## src/rtl/hd_dma.sv

```systemverilog
// hd_dma: two-memory word DMA between a disk store and main memory.
// Each word takes one RD cycle (source address out) and one WR cycle
// (destination address out, source read data forwarded, one strobe).
// Optional feature macro: HD_DMA_CHECKSUM_EN adds a running checksum
// output of every word written during the transfer.
module hd_dma #(
  parameter int DATA_WIDTH = 32,
  parameter int ADDR_WIDTH = 13
) (
  input  logic                  clock,
  input  logic                  reset,
  input  logic                  start,
  input  logic                  dir,
  input  logic [ADDR_WIDTH-1:0] hd_base,
  input  logic [ADDR_WIDTH-1:0] mem_base,
  input  logic [ADDR_WIDTH:0]   length,
  output logic [DATA_WIDTH-1:0] hd_addr,
  output logic [DATA_WIDTH-1:0] hd_data,
  output logic                  hd_write,
  input  logic [DATA_WIDTH-1:0] data_HD,
  output logic [DATA_WIDTH-1:0] mem_addr,
  output logic [DATA_WIDTH-1:0] mem_data,
  output logic                  mem_write,
  input  logic [DATA_WIDTH-1:0] mem_q,
  output logic                  busy,
  output logic                  done
`ifdef HD_DMA_CHECKSUM_EN
  ,
  output logic [DATA_WIDTH-1:0] checksum
`endif
);

  typedef enum logic [1:0] {
    IDLE = 2'd0,
    RD   = 2'd1,
    WR   = 2'd2,
    DONE = 2'd3
  } state_t;

  localparam logic [ADDR_WIDTH-1:0] ONE_A = 1;
  localparam logic [ADDR_WIDTH:0]   ONE_C = 1;

  state_t                  state_q;
  logic                    dir_q;
  logic [ADDR_WIDTH-1:0]   hd_ptr_q, hd_ptr_d;
  logic [ADDR_WIDTH-1:0]   mem_ptr_q, mem_ptr_d;
  logic [ADDR_WIDTH:0]     cnt_q, cnt_d;
  logic                    busy_q;
  logic                    done_q;
  logic [DATA_WIDTH-1:0]   wdata;

`ifdef HD_DMA_CHECKSUM_EN
  logic [DATA_WIDTH-1:0]   csum_q;
`endif

  // Next pointer/count values; pointers wrap naturally at ADDR_WIDTH bits.
  always_comb begin
    hd_ptr_d  = hd_ptr_q + ONE_A;
    mem_ptr_d = mem_ptr_q + ONE_A;
    cnt_d     = cnt_q - ONE_C;
  end

  // Word being written this WR cycle: the source memory's read data.
  always_comb begin
    wdata = dir_q ? mem_q : data_HD;
  end

  // Transfer FSM with registered busy/done flags.
  always_ff @(posedge clock) begin
    if (reset) begin
      state_q   <= IDLE;
      dir_q     <= 1'b0;
      hd_ptr_q  <= '0;
      mem_ptr_q <= '0;
      cnt_q     <= '0;
      busy_q    <= 1'b0;
      done_q    <= 1'b0;
`ifdef HD_DMA_CHECKSUM_EN
      csum_q    <= '0;
`endif
    end else begin
      case (state_q)
        IDLE: begin
          done_q <= 1'b0;
          if (start) begin
            dir_q     <= dir;
            hd_ptr_q  <= hd_base;
            mem_ptr_q <= mem_base;
            cnt_q     <= length;
`ifdef HD_DMA_CHECKSUM_EN
            csum_q    <= '0;
`endif
            if (length != '0) begin
              state_q <= RD;
              busy_q  <= 1'b1;
            end else begin
              state_q <= DONE;
              done_q  <= 1'b1;
            end
          end
        end
        RD: begin
          state_q <= WR;
        end
        WR: begin
          hd_ptr_q  <= hd_ptr_d;
          mem_ptr_q <= mem_ptr_d;
          cnt_q     <= cnt_d;
`ifdef HD_DMA_CHECKSUM_EN
          csum_q    <= csum_q + wdata;
`endif
          if (cnt_d != '0) begin
            state_q <= RD;
          end else begin
            state_q <= DONE;
            busy_q  <= 1'b0;
            done_q  <= 1'b1;
          end
        end
        DONE: begin
          done_q  <= 1'b0;
          state_q <= IDLE;
        end
        default: begin
          state_q <= IDLE;
          busy_q  <= 1'b0;
          done_q  <= 1'b0;
        end
      endcase
    end
  end

  // Memory-side outputs decoded from registered state only; the write data
  // must be combinational because source read data arrives during WR.
  always_comb begin
    hd_addr   = '0;
    mem_addr  = '0;
    hd_data   = '0;
    mem_data  = '0;
    hd_write  = 1'b0;
    mem_write = 1'b0;
    if (state_q == RD || state_q == WR) begin
      hd_addr  = DATA_WIDTH'(hd_ptr_q);
      mem_addr = DATA_WIDTH'(mem_ptr_q);
    end
    if (state_q == WR) begin
      if (dir_q) begin
        hd_write = 1'b1;
        hd_data  = wdata;
      end else begin
        mem_write = 1'b1;
        mem_data  = wdata;
      end
    end
  end

  assign busy = busy_q;
  assign done = done_q;

`ifdef HD_DMA_CHECKSUM_EN
  assign checksum = csum_q;
`endif

endmodule

```

## config.mk

```make
export PLATFORM = sky130hd
export DESIGN_NAME = hd_dma
export DESIGN_NICKNAME = d
export VERILOG_FILES = /design/src/rtl/hd_dma.sv
export SDC_FILE = /design/constraint.sdc
export NUM_CORES = 1
export LEC_CHECK = 0
export BUFFER_PORTS_ARGS = -buffer_cell sky130_fd_sc_hd__buf_2
export CAP_MARGIN = 10
export CORE_AREA = 2 2 116 90
export CTS_CLUSTER_SIZE = 30
export DETAILED_ROUTE_END_ITERATION = 10
export DIE_AREA = 0 0 118 92
export PLACE_DENSITY_LB_ADDON = 0.12
export SLEW_MARGIN = 10
export SYNTH_ARGS = -nofsm -noshare
export SYNTH_HDL_FRONTEND = slang
export SYNTH_SLANG_ARGS = --single-unit
```

## constraint.sdc

```tcl
create_clock -name clock -period 3.9 [get_ports clock]
set_input_delay 1.17 -clock clock [delete_from_list [all_inputs] [get_ports clock]]
set_output_delay 1.17 -clock clock [all_outputs]
set_load 0.03 [all_outputs]
```

* After elaboration in Yosys (flattened, before gate mapping)
Cells that the tools add are included.
** Cells by class
- Magnitude comparators :: 0
- $add $sub $neg :: 3
- Bitwise gates (word level) :: 0
- Multiplexer cells :: 29
- Equal/unequal tests :: 6
- Div/mod/pow operators :: 0
- Reduce and logical (&&, ||, !) cells :: 10
- Multiply operators :: 0
- Shift operators :: 0
** Operators with widths (number)
- $mux W32 :: 5
- $mux W13 :: 4
- $pmux W13 S2 :: 2
- $pmux W14 S2 :: 1
- $reduce_bool A14 Y1 :: 2
- $add A13 B1 Y13 const B :: 2
- $mux W14 :: 1
- $sub A14 B1 Y14 const B :: 1
- $mux W1 :: 10
- $pmux W2 S4 :: 1
- $mux W2 :: 3
- $ne A2 B2 Y1 const B :: 3
- $reduce_and A2 Y1 :: 3
- $eq A2 B2 Y1 const B :: 2
- $reduce_and A4 Y1 :: 1
- $pmux W1 S3 :: 1
- $reduce_bool A3 Y1 :: 1
- $eq A2 B1 Y1 const B :: 1
- $logic_not A2 Y1 :: 1
- $pmux W1 S2 :: 1
- $reduce_bool A2 Y1 :: 1
- $logic_or A1 B1 Y1 :: 1
** Word-level totals
- Word-level logic and storage cells :: 55
- Bits in writable memories :: 0
- Output and inout bits :: 132
- ROM bits :: 0
- Register bits after elaboration :: 45
- Bits in latches :: 0
- Bits of input ports :: 108
- Memories :: 0

* Longest topological paths before layout
- Depth after elaboration :: 4
- Mapped depth :: 11
- Depth with buffers taken out :: 8

* Least setup slack after synthesis
OpenSTA, ideal clock, no wires.
- Path type :: flip-flop to output port
- From :: reg state_q[1]
- To :: out mem_data[22]
- Data required time :: 2.730 ns
- Slack :: 0.821 ns
- Data arrival time :: 1.909 ns
- Cell stages (with the launch flop) :: 7
- Path buffers :: 2
- Cell sequence :: dfxtp_1 -> ha_1 -> clkbuf_1 -> inv_1 -> nor2_1 -> clkbuf_1 -> and2_1
** Between the ends
- Word-level cells in the longest chain between the ends :: 2
** Ends and longest elaborated chain
- start: declaration :: line 43 : state_t state_q;
- start signal: assignment :: line 71 : state_q <= IDLE;
- start signal: assignment :: line 94 : state_q <= RD;
- start signal: assignment :: line 97 : state_q <= DONE;
- $eq A2 B2 Y1 :: line 146 : if (state_q == WR) begin
- $mux W32 :: line 146
- end: declaration :: line 22 : output logic [DATA_WIDTH-1:0] mem_data,
Every way passes these cells.

* Final worst setup path
- From :: reg state_q[1]
- To :: out mem_data[31]
Same word-level chain as after synthesis.

==> out/results.tsv <==
stage	metric	value	unit
status	status	completed	
logic_synthesis	synth_ff_type	dfxtp_1	
floorplanning	io_pins	240	
timing	worst_pin_slew	0.9271	ns
logic_synthesis	synth_top_area_share	23.75	%
pwr	power.density	457.1	nW/µm²
drt	drtIter0Drc	286	
timing	setup_tns	0	ns
placement	portBuffers	201	
floorplanning	dieArea	10860	µm²
clock_network	h-tree-depth	2	
logic_synthesis	synth_top_area_cell	dfxtp_1	
critical_path	crit_path_end_kind	output port	
drt	top_layer_used	met4	
finish	post-route-util	48.98	%
pwr	ir_drop	0.0002092	V
grt	grt_max_degree	66	
clock_network	cts_hold_buf	0	
finish	layout-drive-gt1-share	31.93	%
critical_path	slowest_stage	ha_2	
critical_path	arrival	2.09	ns
grt	grt-ovfl-total	0	
finish	design_area	4843	µm²
drt	drc_errors	0	
grt	antenna_found_initial	0	
logic_synthesis	syn_avg_cell_area	7.025	µm²
flow_run	drv_cap	0	
clock_network	root_buffer	clkbuf_16	
clock_network	worstSkewPairLatency	0.28	ns
drt	wl_per_cell	13.96	µm
finish	syn_to_final_growth	27.67	%
placement	place.gp.congestion	0.8114	
timing	period_needed	3.256	ns
grt	grt_pass1_wl	19180	µm
timing	holdWs	0.5027	ns
logic_synthesis	synth-async-reset-ratio	0	%
drt	met2_length	5247	µm
drt	wl_met1	5885	µm
timing	fin_crit_sh	83.48	%
critical_path	worstPathMaxFanout	35	
hold_path	hp-class	reg2reg	
critical_path	worst-endpoint-required	2.73	ns
placement	dp.cells	840	
drt	vias	4233	
clock_network	cts_setup_buffers	0	
logic_synthesis	ys.warnings.count	0	
critical_path	crit_family	buffers and inverters	
floorplanning	die_y	92	µm
clock_network	cts_tree	done	
critical_path	cp.buffers_inverters	3	
timing	finClkSkew	0.003728	ns
finish	diodes	0	
timing	fmax	0.3072	GHz
drt	wl	11830	µm
clock_network	numCtsBuffers	5	
timing	finalSetupViolCount	0	
placement	placed_area	4701	µm²
clock_network	cts.sinks	45	
grt	grtUsageTotal	21.10	%
clock_network	cts_resized	0	
finish	fillers	1020	
floorplanning	core-area	9889	µm²
floorplanning	die_w	118	µm
logic_synthesis	yosysUniqueCellTypes	53	
logic_synthesis	synthesis.area	3794	µm²
clock_network	clock_path_buffers	2	
critical_path	cp-start-kind	flop	
floorplanning	fp-row-count	32	
finish	final-instance-count-excl-fill	847	
drt	vias_per_cell	4.998	
drt	ant_nets	0	
clock_network	cts.clk_slew.worst_paths	0.06	ns
critical_path	path_class	reg2out	
timing	hold_violations	0	
logic_synthesis	synth_most_common_cell	and2_1	
floorplanning	start_util	38.36	%
pwr	p_leak	2.448	nW
timing	final-max-slew-violation-count	0	
logic_synthesis	synthTopCellsByArea	dfxtp_1 (24%), and2_1 (9.7%), buf_4 (7.5%)	
timing	rsz0062_at_grt	no	
finish	fin_nets	826	
logic_synthesis	synth_edf_count	0	
timing	relSlewSlack	38.19	%
logic_synthesis	postSynthCellCount	540	
logic_synthesis	synth_common_cells	and2_1 (59), a21oi_1 (52), nor2_1 (51), dfxtp_1 (45)	
logic_synthesis	ys_ff_latch	45	
critical_path	cp_cell_sequence	ha_2 -> inv_1 -> nor2_1 -> buf_4 -> and2_1 -> buf_2	
critical_path	cp_slowest_stage_delay	0.52	ns
placement	dp_hpwl	8673	µm
grt	grt_pass1_vias	3810	
drt	dr_wl_met3	623	µm
drt	drtPass1Iterations	4	
logic_synthesis	ys_seq_area_share	23.75	%
[power breakdown]
group	switching (mW)	internal, mW	total, mW
sequential	0.128	0.550	0.678
combinational	0.724	0.385	1.11
clock	0.175	0.252	0.427
total	1.03	1.19	2.21
[routing by layer]
metal	GRT usage, %	vias to the layer above
met5	0	-
met4	3.012	0
met3	3.794	8
met2	33.19	142
met1	30.70	1918
li1	-	2165
[worst register-to-register path, cell delays in order, from the launching register on]
cell	delay, ns
dfxtp_1	0.43
ha_2	0.52
inv_1	0.11
buf_4	0.30
o21ai_4	0.55
buf_4	0.42
o21ai_0	0.16
a21oi_1	0.18
nor2_1	0.05
[area by class of cell]
type	instances	area, µm²	area share [%]
Multi-Input combinational cell	443	2549	52.62
Timing Repair Buffer	206	1044	21.54
Sequential cell	45	900.9	18.60
Tap cell	136	170.2	3.513
Clock buffer	7	142.6	2.945
Inverter	10	37.54	0.7750
[sequential cells by signal, summed over array words and instances, names as in the netlist]
name and count:
cnt_q 14, mem_ptr_q 13, hd_ptr_q 13, done 1, busy 1, state_q 2, dir_q 1
[kinds of logic (layout without fill, tap and decap cells)]
kind of cell / count (synthesis) / after routing / synth area share (%)
AND/OR/NAND/NOR: 254 / 254 / 36.54
flip-flops: 45 / 45 / 23.75
buffers and inverters: 89 / 223 / 13.09
XOR/XNOR: 4 / 4 / 0.9237
other: 1 / 38 / 0.09885
adder cells (fa/ha/maj): 7 / 7 / 2.309
AO/OA/AOI/OAI: 136 / 136 / 22.20
multiplexers: 4 / 4 / 1.088
[path summary, 6_finish.rpt]
kind / start / endpoint / slack [ns] / cells past startpoint
min: busy$_SDFFE_PP0P_ / busy$_SDFFE_PP0P_ / 0.50 / 2
max reg2reg: state_q[1]$_SDFFE_PP0P_ / hd_ptr_q[7]$_SDFFE_PP0P_ / 1.03 / 8
max: state_q[1]$_SDFFE_PP0P_ / mem_data[31] / 0.64 / 6
min reg2reg: busy$_SDFFE_PP0P_ / busy$_SDFFE_PP0P_ / 0.50 / 2
[cells in the final DEF, fill, tap and decap left out, types with 3 or more instances in the layout]
master / synthesis / routed
o21ai_0: 24 / 24
and2_1: 59 / 59
nand2_1: 38 / 38
a22oi_1: 9 / 9
nand3b_1: 3 / 3
a211oi_1: 19 / 19
o32ai_1: 3 / 3
o22ai_1: 10 / 10
conb_1: 1 / 38
dfxtp_1: 45 / 45
clkbuf_16: 0 / 5
nand3_1: 19 / 19
a21o_1: 3 / 3
nor4_1: 5 / 5
o2bb2ai_1: 5 / 5
nor3_1: 14 / 14
xor2_1: 3 / 3
inv_1: 10 / 10
mux2i_1: 3 / 3
and3_1: 35 / 35
nor2b_1: 5 / 5
nand4_1: 9 / 9
ha_1: 7 / 6
buf_2: 1 / 201
nor2_1: 51 / 51
a21oi_1: 52 / 52
buf_4: 38 / 5
[per-stage QoR]
stage	power [mW]	setup WS, ns
final	2.214	0.6444
after global routing	2.394	0.4399
after CTS	2.231	0.6453
after detailed placement	1.792	0.9743
after global placement	1.771	1.072
after floorplan	1.540	0.8212
Note: power is estimated with default switching activity, not from simulation.
